<file path="src/rtl/display_pkg.sv">
// rtl/display_pkg.sv - shared constants and types for the hex display scanner
//
// Purpose: digit count, all-anodes-off pattern and the 2-bit digit-index type
// used by the scanner top level and its testbench.
package display_pkg;

   localparam int           NUM_DIGITS = 4;
   localparam logic [3:0]   AN_ALL_OFF = 4'b1111;

   typedef logic [1:0] digit_t;

endpackage

</file>
<file path="src/rtl/hex_display_scanner_if.sv">
// rtl/hex_display_scanner_if.sv - load strobe and display outputs of the hex scanner
//
// Purpose: bundles the value load strobe and the decoder/anode/status outputs.
// Signals:
//   load        strobe from the master, captures value
//   value[15:0] hex value, [3:0] is digit 0 (rightmost)
//   w,x,y,z     selected nibble to the seven-segment decoder, MSB w
//   an[3:0]     active-low digit anodes
//   pending     a loaded value waits for the next frame boundary
//   frame_done  one-cycle pulse after each frame boundary
// Modports: master drives load/value, slave (the scanner) drives the rest.
interface hex_display_scanner_if;

   logic        load;
   logic [15:0] value;
   logic        w;
   logic        x;
   logic        y;
   logic        z;
   logic [3:0]  an;
   logic        pending;
   logic        frame_done;

   modport master (
      output load, value,
      input  w, x, y, z, an, pending, frame_done
   );

   modport slave (
      input  load, value,
      output w, x, y, z, an, pending, frame_done
   );

endinterface

</file>
<file path="src/rtl/scan_prescaler.sv">
// rtl/scan_prescaler.sv - free-running digit-dwell prescaler
//
// Purpose: counts 0..CLK_DIV-1 and wraps; tick marks the last count of a dwell.
// Parameters: CLK_DIV clock cycles per dwell (>= 2).
// Ports:
//   clk      system clock
//   reset_n  synchronous active-low reset, counter returns to 0
//   tick     high while the counter holds CLK_DIV-1
module scan_prescaler #(
   parameter int CLK_DIV = 50000
) (
   input  logic clk,
   input  logic reset_n,
   output logic tick
);

   localparam int             CW   = $clog2(CLK_DIV);
   localparam logic [CW-1:0]  LAST = CW'(CLK_DIV - 1);

   logic [CW-1:0] r_pcnt;

   assign tick = (r_pcnt == LAST);

   always_ff @(posedge clk) begin
      if (!reset_n) begin
         r_pcnt <= '0;
      end else if (tick) begin
         r_pcnt <= '0;
      end else begin
         r_pcnt <= r_pcnt + CW'(1);
      end
   end

endmodule

</file>
<file path="src/rtl/hex_display_scanner.sv">
// rtl/hex_display_scanner.sv - four-digit time-multiplexed hex display scan controller
//
// Purpose: scans a 16-bit hex value one nibble at a time onto the decoder
// inputs and drives the matching active-low anode. Loads are held in a pending
// register and committed only at a frame boundary, so a frame never mixes old
// and new digits. A load on the boundary cycle itself is committed directly.
// Parameters: CLK_DIV clock cycles per digit dwell (>= 2).
// Ports:
//   clk      system clock
//   reset_n  synchronous active-low reset
//   bus      hex_display_scanner_if.slave (load/value in; w,x,y,z, an,
//            pending, frame_done out)
// Configuration: HEX_SCAN_BLANK_EN enables leading-zero blanking of digits 1..3.
module hex_display_scanner
   import display_pkg::*;
#(
   parameter int CLK_DIV = 50000
) (
   input  logic                   clk,
   input  logic                   reset_n,
   hex_display_scanner_if.slave   bus
);

   localparam digit_t LAST_DIGIT = digit_t'(NUM_DIGITS - 1);

   logic        w_tick;
   logic        w_boundary;
   logic        w_blank;
   logic [3:0]  w_nib;
   logic [3:0]  w_an;

   digit_t      r_dig;
   logic [15:0] r_disp;
   logic [15:0] r_pend;
   logic        r_pend_v;
   logic [3:0]  r_nib;
   logic [3:0]  r_an;
   logic        r_frame_done;

   scan_prescaler #(
      .CLK_DIV (CLK_DIV)
   ) u_prescaler (
      .clk     (clk),
      .reset_n (reset_n),
      .tick    (w_tick)
   );

   assign w_boundary = w_tick && (r_dig == LAST_DIGIT);

`ifdef HEX_SCAN_BLANK_EN
   // A digit is dark when it and every more-significant nibble are zero;
   // digit 0 always stays lit so a zero value still shows "0".
   always_comb begin
      w_blank = 1'b0;
      case (r_dig)
         2'd1:    w_blank = (r_disp[15:4]  == 12'd0);
         2'd2:    w_blank = (r_disp[15:8]  == 8'd0);
         2'd3:    w_blank = (r_disp[15:12] == 4'd0);
         default: w_blank = 1'b0;
      endcase
   end
`else
   assign w_blank = 1'b0;
`endif

   assign w_nib = r_disp[{r_dig, 2'b00} +: 4];
   assign w_an  = w_blank ? AN_ALL_OFF : ~(4'b0001 << r_dig);

   // Digit index, commit logic and output registers. The commit and the
   // digit wrap share one edge, so digit 0 of the new frame shows new data.
   always_ff @(posedge clk) begin
      if (!reset_n) begin
         r_dig        <= '0;
         r_disp       <= '0;
         r_pend       <= '0;
         r_pend_v     <= 1'b0;
         r_nib        <= '0;
         r_an         <= AN_ALL_OFF;
         r_frame_done <= 1'b0;
      end else begin
         if (w_tick) begin
            r_dig <= r_dig + digit_t'(1);
         end

         if (w_boundary) begin
            r_pend_v <= 1'b0;
            if (bus.load) begin
               r_disp <= bus.value;
            end else if (r_pend_v) begin
               r_disp <= r_pend;
            end
         end else if (bus.load) begin
            r_pend   <= bus.value;
            r_pend_v <= 1'b1;
         end

         r_nib        <= w_nib;
         r_an         <= w_an;
         r_frame_done <= w_boundary;
      end
   end

   assign bus.w          = r_nib[3];
   assign bus.x          = r_nib[2];
   assign bus.y          = r_nib[1];
   assign bus.z          = r_nib[0];
   assign bus.an         = r_an;
   assign bus.pending    = r_pend_v;
   assign bus.frame_done = r_frame_done;

endmodule

</file>
<file path="src/flat_wrapper.sv">
// flat-port wrapper written by rule: the top's interface ports become plain ports
module hex_display_scanner_flat import display_pkg::*;
#(
   parameter int CLK_DIV = 50000
)
  (clk, reset_n, bus_load, bus_value, bus_w, bus_x, bus_y, bus_z, bus_an, bus_pending, bus_frame_done);
  hex_display_scanner_if bus_i ();
  input  logic clk;
  input  logic reset_n;
  input wire logic [$bits(bus_i.load)-1:0] bus_load;
  input wire logic [$bits(bus_i.value)-1:0] bus_value;
  output wire logic [$bits(bus_i.w)-1:0] bus_w;
  output wire logic [$bits(bus_i.x)-1:0] bus_x;
  output wire logic [$bits(bus_i.y)-1:0] bus_y;
  output wire logic [$bits(bus_i.z)-1:0] bus_z;
  output wire logic [$bits(bus_i.an)-1:0] bus_an;
  output wire logic [$bits(bus_i.pending)-1:0] bus_pending;
  output wire logic [$bits(bus_i.frame_done)-1:0] bus_frame_done;
  assign bus_i.load = bus_load;
  assign bus_i.value = bus_value;
  assign bus_w = bus_i.w;
  assign bus_x = bus_i.x;
  assign bus_y = bus_i.y;
  assign bus_z = bus_i.z;
  assign bus_an = bus_i.an;
  assign bus_pending = bus_i.pending;
  assign bus_frame_done = bus_i.frame_done;
  hex_display_scanner #(.CLK_DIV(CLK_DIV)) u_core (.clk(clk), .reset_n(reset_n), .bus(bus_i));
endmodule
</file>
<file path="config.mk">
export PLATFORM = sky130hd
export DESIGN_NAME = hex_display_scanner_flat
export DESIGN_NICKNAME = d
export VERILOG_FILES = /design/src/rtl/display_pkg.sv /design/src/rtl/hex_display_scanner_if.sv /design/src/rtl/scan_prescaler.sv /design/src/rtl/hex_display_scanner.sv /design/src/flat_wrapper.sv
export SDC_FILE = /design/constraint.sdc
export NUM_CORES = 1
export LEC_CHECK = 0
export CELL_PAD_IN_SITES_DETAIL_PLACEMENT = 1
export CELL_PAD_IN_SITES_GLOBAL_PLACEMENT = 2
export CORE_AREA = 2 2 84 86
export DETAILED_ROUTE_END_ITERATION = 6
export DIE_AREA = 0 0 86 88
export DONT_BUFFER_PORTS = 1
export PLACE_DENSITY = 0.81
export SLEW_MARGIN = 25
export SYNTH_ARGS = -nofsm -noshare
export SYNTH_HDL_FRONTEND = slang
export SYNTH_SLANG_ARGS = --single-unit
</file>
<file path="constraint.sdc">
create_clock -name clk -period 4 [get_ports clk]
set_input_delay 0.8 -clock clk [delete_from_list [all_inputs] [get_ports clk]]
set_output_delay 0.8 -clock clk [all_outputs]
set_load 0.01 [all_outputs]
</file>
==> results list, run 1 <==
* HPWL after DPL: 3680 um
- The synthesized design contains 0 enable-type register cells.
* Number of placement rows: 30
* Total standard cell area after synthesis: 2780 um^2
- The tool flagged a number of max-cap violations equal to 0.
* Number of endpoints with negative hold slack in the final report: 0
- Antenna violations before repair: 0
- Status: finished, final reports clean
- Overall fraction of global-route tracks in use: 0.161
- After layout, the worst setup slack is 1.78 ns.
* Total design power: 1.23 mW
* Prevailing post-synth register cell: sky130_fd_sc_hd__dfxtp_1
* RSZ-0062 raised after global routing: false
- For the final routed database, the setup TNS stands at 0 ns.
* Distinct cells, synth: 38
- CTS placed an instance of sky130_fd_sc_hd__clkbuf_8 at the clock tree root.
- In the routed design, unresolved DRC markers number 0.
- Worst EP arrival: 2.40 ns
* Pin count of the biggest net entering global routing: 78
* Tmin final: 2.22 ns
* Number of gates resized after cts: 0
* Clock buffers created by TritonCTS: 9
- Sequential-to-total area share from yosys stat: 0.431
* Worst hold slack after final layout: 0.445 ns
- Input and output buffers added on the ports amount to 0.
* Vias per std cell: 5.13
- The final max-slew violation count came to 0.
- Core utilization of the finished layout: 0.444
* Total nets after synthesis: 311
- The library cells used most frequently in the layout, excluding fill and tap cells, are sky130_fd_sc_hd__nand2_1, sky130_fd_sc_hd__dfxtp_1, sky130_fd_sc_hd__mux2i_1.
- Fillers: 768
- The share of the synthesized area in compound gates (AO/OA/AOI/OAI) was 0.0243.
- Horizontal die dimension: 86 um
- DRT iter0 DRCs: 69
* Initial DRT Pass Iterations: 4
- In the final routed layout, each cell accounts on average for 14.7 um.
- Yosys printed 0 warnings.
- First-pass GRT wire length: 9200 um
- After detailed placement, the design holds a cell count of 350.
* Minimum setup slack among reg-to-reg paths: 1.78 ns
- Routability cong.: 0.757
* Number of levels in the clock H-tree: 3
* Worst setup timing slack at the placement stage: 1.78 ns
- The final layout contains 305 nets.
* Leading cell type in the layout, fill and taps excluded: sky130_fd_sc_hd__nand2_1
- Summing all multi-input logic gate instances after layout gives 1420 um^2.
* Max FO, Critical Path: 16
* Leak: 1.22 nW
- Area after detailed placement: 2750 um^2
- Adder-Cell Fraction of Synth Area: 0.0225
- Total congestion overflow: 0
- Post-synthesis xor/xnor area fraction: 0.0409
- Critical Path Sink Type: flop
- Element type at the critical path start: flop
- Type of the worst setup path: reg2reg
- The area growth from synthesis to layout is 5.93%.
- For the pin with the worst max-slew slack, the measured transition is 0.916 ns.
* Gate Count Post-Synth: 287
- Worst Path Required: 4.18 ns
- The sequential cells in the finished layout cover a total of 1200 um^2.
- For this run, asynchronously set or reset flops after synthesis account for 0.
* Fraction of synthesized area in multiplexers: 0.212
- The worst-case IR drop observed on VDD is 0.174 mV.
* Die area: 7570 um^2
- Highest Clock Rate: 450 MHz
- The path class of the tightest hold or removal check is reg2reg.
- Core ar.: 6640 um^2
- The number of setup buffers added after CTS is 0.
- Clock tree from TritonCTS: built
- Dominant combinational cell family by area after synthesis: multiplexers
- In the final layout, the share of cells above drive strength 1 is 0.144.
- Counting flops and latches in the post-synthesis netlist gives 60.
- Simple-gate share of the synthesized area: 0.209
- 29 I/O pins were placed.
* Fin crit share: 0.555
- Relative slew margins: 0.389
- No sink is reached through more buffers than the 2 on the longest clock path.
- Post-layout instance count excluding filler cells: 365
- Count of nets left with antenna violations after detail routing: 0
- CTS Hold Bufs: 0
- Starting density of the core: 0.419
- The finished cells cover 2950 um^2.
- Clock-pin slew of the registers on the worst-case setup and hold paths: 0.06 ns
- The repair_antennas step left the layout with diodes totalling 0.
* Mean instance size in the synthesized netlist: 9.70 um^2
- Between clock sinks in the finished design, the worst skew comes to 0.00632 ns.
- Pwr per Cell Area: 417 nW/um^2
- Finish-stage setup viols: 0
- In this run the vertical extent of the chip is 88 um.
- Via total after detailed routing: 1,871
* Clock Sinks: 60
- Clk_lat worst skew: 0.34 ns
- The number of global-route vias before repair was 1,894.
- Routed wire length: 5360 um
## routing by layer
layer / share of wire / global-route usage
met2: 0.42 / 0.228
met1: 0.51 / 0.211
met4: 0.018 / 0.0693
met5: 0 / 0
met3: 0.052 / 0.0716
## critical path, stage by stage (launching register included)
cell and delay (ns):
sky130_fd_sc_hd__dfxtp_1 0.34, sky130_fd_sc_hd__ha_1 0.28, sky130_fd_sc_hd__nand4_2 0.15, sky130_fd_sc_hd__or2_1 0.29, sky130_fd_sc_hd__or3_1 0.76, sky130_fd_sc_hd__mux2i_1 0.24
## area by class of cell
cell class,count,share of cell area
clock buffer,14,0.0585
clock inverter,1,0.0102
tap,80,0.0339
multi-input combinational,204,0.481
sequential,60,0.407
timing repair buffer,1,0.00255
inverter,5,0.00636
## power by group
part / switching [mW] / internal, mW / leakage, nW / total, mW
Combinational: 0.0219 / 0.0285 / 0.628 / 0.0504
Sequential: 0.00838 / 0.611 / 0.488 / 0.620
Clock: 0.224 / 0.336 / 0.103 / 0.560
Total: 0.254 / 0.976 / 1.22 / 1.23
## registers in the layout, summed over array words and instances (netlist names)
register                   cells
u_core.r_disp                 16
u_core.r_pend                 16
u_core.u_prescaler.r_pcnt     16
u_core.bus.an                  4
u_core.r_nib                   4
u_core.r_dig                   2
u_core.bus.frame_done          1
u_core.bus.pending             1
## synth_stat cells (2+ instances only)
cell                       count  share of area
sky130_fd_sc_hd__a21oi_1       3         0.0054
sky130_fd_sc_hd__and2_1        5          0.011
sky130_fd_sc_hd__and3_1        3         0.0067
sky130_fd_sc_hd__buf_2         2         0.0036
sky130_fd_sc_hd__buf_6         3          0.012
sky130_fd_sc_hd__clkbuf_1      7         0.0094
sky130_fd_sc_hd__clkbuf_8      4          0.020
sky130_fd_sc_hd__dfxtp_1      60           0.43
sky130_fd_sc_hd__ha_1          5          0.022
sky130_fd_sc_hd__inv_1         5         0.0067
sky130_fd_sc_hd__mux2_2       16          0.065
sky130_fd_sc_hd__mux2i_1      32           0.12
sky130_fd_sc_hd__mux4_2        4          0.032
sky130_fd_sc_hd__nand2_1      71          0.096
sky130_fd_sc_hd__nand3_1       9          0.016
sky130_fd_sc_hd__nand4_1       3         0.0067
sky130_fd_sc_hd__nor2_1       15          0.020
sky130_fd_sc_hd__nor3_1        2         0.0036
sky130_fd_sc_hd__nor4_1        3         0.0067
sky130_fd_sc_hd__o21ai_0       4         0.0072
sky130_fd_sc_hd__or3_1         3         0.0067
sky130_fd_sc_hd__xnor2_1       8          0.025
sky130_fd_sc_hd__xor2_1        5          0.016
## logic make-up (layout without fill, tap and decap cells)
family	after synthesis	in the layout
AND/OR/NAND/NOR	123	123
flip-flops	60	60
multiplexers	52	52
buffers and inverters	23	21
XOR/XNOR	13	13
AO/OA/AOI/OAI	11	11
adder cells (fa/ha/maj)	5	5
## path summary, 6_finish.rpt
path                                                    from  cells past startpoint                           end
worst min register to register  u_core.u_prescaler.r_pcnt[0]                      1  u_core.u_prescaler.r_pcnt[0]
worst max-delay path            u_core.u_prescaler.r_pcnt[0]                      5             u_core.r_disp[14]
worst min-delay path            u_core.u_prescaler.r_pcnt[0]                      1  u_core.u_prescaler.r_pcnt[0]
worst max register to register  u_core.u_prescaler.r_pcnt[0]                      5             u_core.r_disp[14]
Power figures use the tool's default switching activity.
==> inputs of run 2 (changes only) <==
--- a/config.mk
+++ b/config.mk
@@ -5,13 +5,14 @@
 export SDC_FILE = /design/constraint.sdc
 export NUM_CORES = 1
 export LEC_CHECK = 0
+export ABC_AREA = 1
 export CELL_PAD_IN_SITES_DETAIL_PLACEMENT = 1
 export CELL_PAD_IN_SITES_GLOBAL_PLACEMENT = 2
-export CORE_AREA = 2 2 84 86
+export CORE_AREA = 2 2 94 96
 export DETAILED_ROUTE_END_ITERATION = 6
-export DIE_AREA = 0 0 86 88
+export DIE_AREA = 0 0 96 98
 export DONT_BUFFER_PORTS = 1
-export PLACE_DENSITY = 0.81
+export PLACE_DENSITY = 0.75
 export SLEW_MARGIN = 25
 export SYNTH_ARGS = -nofsm -noshare
 export SYNTH_HDL_FRONTEND = slang
==> constraint.sdc (replaced) <==
create_clock -name clk -period 2.31 [get_ports clk]
set_input_delay 0.462 -clock clk [delete_from_list [all_inputs] [get_ports clk]]
set_output_delay 0.462 -clock clk [all_outputs]
set_load 0.01 [all_outputs]
==> run 2 against run 1 <==
Net effect:
- sequential share of layout area down 3.2 points
- global-route usage down 0.58 points
- core utilization decreased by 6.6 points
==> results list, run 2 <==
* Gate Count Post-Synth: 394 (+37%)
- Routability cong.: 0.744 (-1.7%)
* Clock-pin slew of the registers on the worst-case setup and hold paths: 0.07 ns (about the same)
* Number of synthesized flops with an enable pin: 0 (unchanged)
* Worst vdd rail ir drop: 0.270 mV (+56%)
- Area contributors post-synth: sky130_fd_sc_hd__dfxtp_1, sky130_fd_sc_hd__nand2_1, sky130_fd_sc_hd__nor2_1, sky130_fd_sc_hd__a21oi_1, sky130_fd_sc_hd__inv_1
* Final-layout setup total negative slack: 0 ns (unchanged)
- The top-area cell type share of the netlist area is 0.405 (-0.0267).
- Buffers inserted during post-CTS setup optimization: 0 (unchanged)
- The critical path is of the reg2reg type.
* Most common cell in the netlist: sky130_fd_sc_hd__nand2_1
- The height of the die was 98 um (+11%).
* Worst EP arrival: 2.05 ns (-0.35 ns)
- The wire length per cell came to 13.3 um (-9.5%).
- The post-synth design cell area was 2970 um^2 (+6.6%).
* First-pass GRT wire length: 11,200 um (+22%)
* Total congestion overflow: 0 (unchanged)
- The total half-perimeter wirelength after legalization and detailed placement is 4640 um (+26%).
- Element type at the critical path start: flop
* Synthesis-stage register bit count: 60 (unchanged)
- IO Count: 29 (unchanged)
- Most instantiated cells after synthesis: sky130_fd_sc_hd__nand2_1, sky130_fd_sc_hd__nor2_1, sky130_fd_sc_hd__dfxtp_1, sky130_fd_sc_hd__inv_1, sky130_fd_sc_hd__a21oi_1
- Via total after detailed routing: 2,356 (+26%)
- In this design, the largest share of critical-path delay is due to flip-flops.
- The post-route met1 wirelength came to 3170 um (+15%).
* RSZ-0062 raised after global routing: false
* Finish-stage setup viols: 0 (unchanged)
- Clk_lat worst skew: 0.35 ns (about the same)
- The die outline width was 96 um (+12%).
- The buffer and inverter count on the worst path came to 0 (unchanged).
* Post-route DRC: 0 (unchanged)
- The H-tree level count is 3 (unchanged).
- Largest incremental delay on the critical path: 0.55 ns (-0.21 ns)
- Largest area contributor in the synthesized netlist: sky130_fd_sc_hd__dfxtp_1
- Reported max-cap violation count: 0 (unchanged)
- Detailed route wirelength on metal2: 3110 um (+39%)
* Worst clock skew: 0.0111 ns (+0.00479 ns)
- Initial DRT Pass Iterations: 4 (unchanged)
* Fraction of layout cells with a size suffix above 1: 0.137 (-0.00646)
- Core utilization of the finished layout: 0.378 (-0.0657)
- The number of vias per cell after detailed routing came to 4.70 (-8.3%).
* Count of warnings emitted by yosys: 0 (unchanged)
- Tmin final: 1.81 ns (-0.410 ns)
- Relative slew margins: 0.623 (+0.233)
- Sequential-to-total area share from yosys stat: 0.405 (-0.0267)
- Leading cell type in the layout, fill and taps excluded: sky130_fd_sc_hd__nand2_1
* Max FO, Critical Path: 33 (+17)
* Fillers: 1,073 (+40%)
* Number of global-route vias before repair: 2,420 (+28%)
- The tightest min-delay check is of the in2reg type.
- Pin count of the biggest net entering global routing: 50 (-36%)
- Core ar.: 8470 um^2 (+27%)
- The total wire length came to 6660 um (+24%).
- TritonCTS built the clock tree.
* Port buffer count: 0 (unchanged)
* Actual slew at the worst max-slew pin: 0.565 ns (-0.351 ns)
- Highest Clock Rate: 552 MHz (+23%)
- Slowest CP cell: sky130_fd_sc_hd__dfxtp_1
- The number of nets produced by synthesis came to 418 (+34%).
* Area Growth Syn to Fin: 7.88%
* Number of placement rows: 34 (+13%)
- Cell Chain, Critical Path: ha_1 > nand3_4 > a21oi_1 > nor2_1
* Critical Path Sink Type: flop
- # nets final: 412 (+35%)
* Number of gates resized after cts: 0 (unchanged)
* Worst Path Required: 2.55 ns (-1.63 ns)
- The synthesized area divided by synthesized cell count came to 7.53 um^2 (-22%).
* Fin crit share: 0.784 (+0.229)
- The count of routing violations after the opening detailed-route iteration came to 72 (+4.3%).
* Distinct cells, synth: 29 (-24%)
- Antenna Cells: 0 (unchanged)
* Clock buffers created by TritonCTS: 9 (unchanged)
- The final count of hold timing violations is 0 (unchanged).
- The initial antenna violation count is 0 (unchanged).
- Starting density of the core: 0.351 (-0.0684)
- The wire length on met3 was 255 um (-8.6%).
* CTS Buffer Depth: 2 (unchanged)
* Prevailing post-synth register cell: sky130_fd_sc_hd__dfxtp_1
- The number of nets with antenna violations after detailed routing was 0 (unchanged).
* Clock Sinks: 60 (unchanged)
- The final max-slew violation count was 0 (unchanged).
- Root buf cell: sky130_fd_sc_hd__clkbuf_8
* Pwr per Cell Area: 697 nW/um^2 (+67%)
- Async SR Flop Fraction: 0 (unchanged)
- The largest registers in the layout are u_core.r_disp: 16 flops, u_core.r_pend: 16 flops, u_core.u_prescaler.r_pcnt: 16 flops.
* Status: finished, final reports clean
- Highest metal layer with signal wires: met4
- CTS Hold Bufs: 0 (unchanged)
* Commonest non-fill, non-tap cells in the layout: sky130_fd_sc_hd__nand2_1, sky130_fd_sc_hd__nor2_1, sky130_fd_sc_hd__dfxtp_1
* Die area: 9410 um^2 (+24%)
* Overall fraction of global-route tracks in use: 0.155 (-0.00581)
- Leak: 1.43 nW (+18%)
## run 2: worst paths after layout
check,from,endpoint,slack (ns),depth (start not counted)
setup / recovery,u_core.r_dig[0],u_core.r_pend[15],0.50,4
hold / removal,reset_n,u_core.bus.an[2],0.19,1
setup reg to reg,u_core.r_dig[0],u_core.r_pend[15],0.50,4
hold reg to reg,u_core.u_prescaler.r_pcnt[0],u_core.u_prescaler.r_pcnt[0],0.45,1
## run 2: routing by layer
| metal | global-route usage | vias to the layer above |
|---|---|---|
| li1 | - | 1217 |
| met1 | 0.193 | 1106 |
| met2 | 0.243 | 23 |
| met3 | 0.0494 | 10 |
| met4 | 0.0670 | 0 |
| met5 | 0 | - |
## run 2: final cells by class
| class | instances | area (um^2) | area share |
|---|---|---|---|
| Tap cell | 108 | 135 | 0.0422 |
| Sequential cell | 60 | 1200 | 0.375 |
| Clock inverter | 5 | 75.1 | 0.0234 |
| Multi-Input combinational cell | 266 | 1460 | 0.455 |
| Inverter | 51 | 191 | 0.0598 |
| Clock buffer | 11 | 141 | 0.0442 |
## run 2: metrics by stage
step                      cell area, um^2  setup slack [ns]  cells  hold WS [ns]  power, mW
after CTS                            3200             0.462    501         0.183       2.27
after floorplan                      2970             0.927    394         0.417       1.20
after global placement               2990             0.488    485         0.432       1.19
after global routing                 3200             0.333    501         0.171       2.34
after detailed placement             2990             0.468    485         0.446       1.20
final                                3200             0.499    501         0.186       2.23
## run 2: power by group
group	switching (mW)	internal, mW
Clock	0.430	0.632
Sequential	0.0147	1.06
Combinational	0.0424	0.0515
## run 2: kinds of logic (layout without fill, tap and decap cells)
kind of cell / after synthesis / count (layout) / synth area share
AND/OR/NAND/NOR: 193 / 193 / 0.315
adder cells (fa/ha/maj): 5 / 5 / 0.0211
multiplexers: 16 / 16 / 0.0607
AO/OA/AOI/OAI: 47 / 47 / 0.0793
flip-flops: 60 / 60 / 0.405
XOR/XNOR: 5 / 5 / 0.0148
buffers and inverters: 68 / 67 / 0.104
==> inputs of run 3 (changes only) <==
--- a/config.mk
+++ b/config.mk
@@ -8,11 +8,11 @@
 export ABC_AREA = 1
 export CELL_PAD_IN_SITES_DETAIL_PLACEMENT = 1
 export CELL_PAD_IN_SITES_GLOBAL_PLACEMENT = 2
-export CORE_AREA = 2 2 94 96
+export CORE_AREA = 2 2 98 100
 export DETAILED_ROUTE_END_ITERATION = 6
-export DIE_AREA = 0 0 96 98
+export DIE_AREA = 0 0 100 102
 export DONT_BUFFER_PORTS = 1
-export PLACE_DENSITY = 0.75
+export PLACE_DENSITY = 0.73
 export SLEW_MARGIN = 25
 export SYNTH_ARGS = -nofsm -noshare
 export SYNTH_HDL_FRONTEND = slang
==> constraint.sdc (replaced) <==
create_clock -name clk -period 1.6 [get_ports clk]
set_input_delay 0.32 -clock clk [delete_from_list [all_inputs] [get_ports clk]]
set_output_delay 0.32 -clock clk [all_outputs]
set_load 0.01 [all_outputs]
==> run 3 against run 2 <==
Net effect:
- clock-buffer cell count did not move
- sequential power is 45% higher
- highest routed layer unchanged
- routed wire length grew 2.0%
- die area is 8.4% higher
- clock power grew 32%
- first-iteration DRC count grew 17%
- via count rose by 1.1%
- largest cell class unchanged
- critical path depth is 3 higher
- clock skew about the same
- design area is 2.8% higher
- combinational power up 56%
- non-clock buffer count rose by 7
==> results list, run 3 (synthesis gave the netlist of run 2 again) <==
- Leaving out fill and tap cells, the most frequent cell in the layout is sky130_fd_sc_hd__nand2_1.
* DRT iter0 DRCs: 84 (+17%)
* IO Count: 29 (unchanged)
- The via count was 2,381 (+1.1%).
- The number of fill cells was 1,122 (+4.6%).
- Area Growth Syn to Fin: 10.9%
* Actual slew at the worst max-slew pin: 0.288 ns (-0.277 ns)
- Leaving out fill and tap cells, the most frequent cells in the layout are sky130_fd_sc_hd__nand2_1, sky130_fd_sc_hd__nor2_1, sky130_fd_sc_hd__dfxtp_1.
- Vias per std cell: 4.66 (-0.92%)
- Registers with the most flip-flops: u_core.r_disp: 16 flops, u_core.r_pend: 16 flops, u_core.u_prescaler.r_pcnt: 16 flops
* Horizontal die dimension: 100 um (+4.2%)
* Die area: 10,200 um^2 (+8.4%)
* Finish-stage setup viols: 0 (unchanged)
* Tmin final: 1.48 ns (-0.327 ns)
- Type of the worst setup path: reg2reg
- Post-route DRC: 0 (unchanged)
* Port buffer count: 0 (unchanged)
* Starting density of the core: 0.326 (-0.0248)
* Status: finished, final reports clean
- The placed cell area is 3080 um^2 (+3.1%).
* CTS Hold Bufs: 0 (unchanged)
- Type of the most critical hold path: in2reg
- The final max-slew violation count was 0 (unchanged).
- Leak: 1.49 nW (+3.9%)
- First-pass GRT wire length: 11,200 um (unchanged)
- Worst EP arrival: 1.72 ns (-0.33 ns)
- The core footprint is 9110 um^2 (+7.6%).
- STA classifies the critical path startpoint as a flop.
- Worst vdd rail ir drop: 0.457 mV (+69%)
- The number of global-route vias before repair was 2,327 (-3.8%).
- Root buf cell: sky130_fd_sc_hd__clkbuf_8
* Max FO, Critical Path: 32 (-3.0%)
- Clock Sinks: 60 (unchanged)
* Pwr per Cell Area: 942 nW/um^2 (+35%)
* Fraction of layout cells with a size suffix above 1: 0.155 (+0.0176)
- Reported max-cap violation count: 0 (unchanged)
* Clock tree from TritonCTS: built
- The hold path depth was 1 (unchanged).
- Number of cells on the worst reg-to-reg path: 7 (+3)
- Final critical-path setup slack: 0.116 ns (-0.383 ns)
- The deepest clock path buffer count came to 2 (unchanged).
* Highest Clock Rate: 674 MHz (+22%)
- The worst setup path is captured at a flop.
* Routability cong.: 0.757 (+1.8%)
- The maximum clock skew at final layout was 0.0112 ns (+0.000139 ns).
* Clock buffers created by TritonCTS: 9 (unchanged)
- Antenna violations before repair: 0 (unchanged)
- The post-route standard cell area excluding fillers is 3290 um^2 (+2.8%).
- Total congestion overflow: 0 (unchanged)
- The worst slew margin relative to its limit came to 0.807 (+0.184).
* Worst Path Required: 1.83 ns (-0.72 ns)
* Initial DRT Pass Iterations: 4 (unchanged)
* Number of placement rows: 35 (+2.9%)
- Worst setup timing slack at the placement stage: 0.0887 ns (-0.380 ns)
- Total design power: 3.10 mW (+39%)
- The global-route usage over all layers came to 0.141 (-0.0135).
* Count of nets left with antenna violations after detail routing: 0 (unchanged)
- Routed wire length: 6790 um (+2.0%)
- The wire length per cell is 13.3 um (about the same).
- The antenna diode count came to 0 (unchanged).
- The clock transition at the register clock pins on the worst setup and hold paths after CTS came to 0.08 ns (about the same).
- The H-tree level count is 3 (unchanged).
- Die extent in y: 102 um (+4.1%)
- Number of endpoints with negative hold slack in the final report: 0 (unchanged)
- Pin count of the biggest net entering global routing: 50 (unchanged)
* # nets final: 419 (+1.7%)
- Clk_lat worst skew: 0.34 ns (about the same)
- The fraction of the cycle the final worst path needs is 0.928 (+0.144).
- The total half-perimeter wirelength after legalization and detailed placement was 4830 um (+4.2%).
==> run 3: cell types whose count changed in the layout (fill, tap and decap cells not counted), moves of 2 or more <==
cell                       delta
sky130_fd_sc_hd__buf_4        +4
sky130_fd_sc_hd__clkinv_2     -2
sky130_fd_sc_hd__buf_12       +3
sky130_fd_sc_hd__clkinv_4     +3
==> run 3: critical path, cell delays in order (launching register included) <==
cell                      delay, ns
sky130_fd_sc_hd__dfxtp_1       0.36
sky130_fd_sc_hd__ha_2          0.23
sky130_fd_sc_hd__nand3_4       0.11
sky130_fd_sc_hd__nor2_8        0.17
sky130_fd_sc_hd__nand4_4       0.11
sky130_fd_sc_hd__buf_12        0.18
sky130_fd_sc_hd__nor2_1        0.13
sky130_fd_sc_hd__nor2_1        0.06
==> run 3: metrics by stage <==
stage / utilization / hold WS, ns / cells / TNS, ns
after floorplan: - / 0.417 / 394 / 0
after global placement: 0.338 / 0.396 / 495 / 0
after detailed placement: 0.338 / 0.399 / 495 / 0
after CTS: 0.360 / 0.0404 / 511 / 0
after global routing: 0.361 / 0.0327 / 511 / -0.00342
final: 0.361 / 0.0561 / 511 / 0
==> run 3: what timing repair did <==
action | in CTS | in global routing
endpoints found under the setup margin | 0 | 12
resized for setup | 0 | 2
setup buffers | 0 | 0
==> run 3: metal layers <==
metal	vias to the layer above	share of wire	GRT usage	wire length (um)
met1	1103	0.54	0.205	3690
met5	-	0	0	0
li1	1236	-	-	-
met2	34	0.40	0.201	2730
met4	0	0.011	0.0474	76
met3	8	0.043	0.0404	295
==> run 3: layout make-up <==
type	instances	area [um^2]	share of cell area
Timing Repair Buffer	7	90.1	0.0274
Inverter	51	191	0.0582
Clock inverter	5	61.3	0.0186
Clock buffer	11	141	0.0430
Sequential cell	60	1200	0.365
Tap cell	111	139	0.0422
Multi-Input combinational cell	266	1470	0.446
==> run 3: worst paths after layout <==
path,start,to,slack (ns)
min,reset_n,u_core.bus.an[2],0.06
min reg2reg,u_core.u_prescaler.r_pcnt[0],u_core.u_prescaler.r_pcnt[0],0.45
max reg2reg,u_core.u_prescaler.r_pcnt[0],u_core.r_disp[14],0.12
max,u_core.u_prescaler.r_pcnt[0],u_core.r_disp[14],0.12
==> run 3: power breakdown <==
part,switching [mW],internal [mW],total [mW]
combinational,0.0667,0.0803,0.147
clock,0.632,0.768,1.40
sequential,0.0218,1.53,1.55
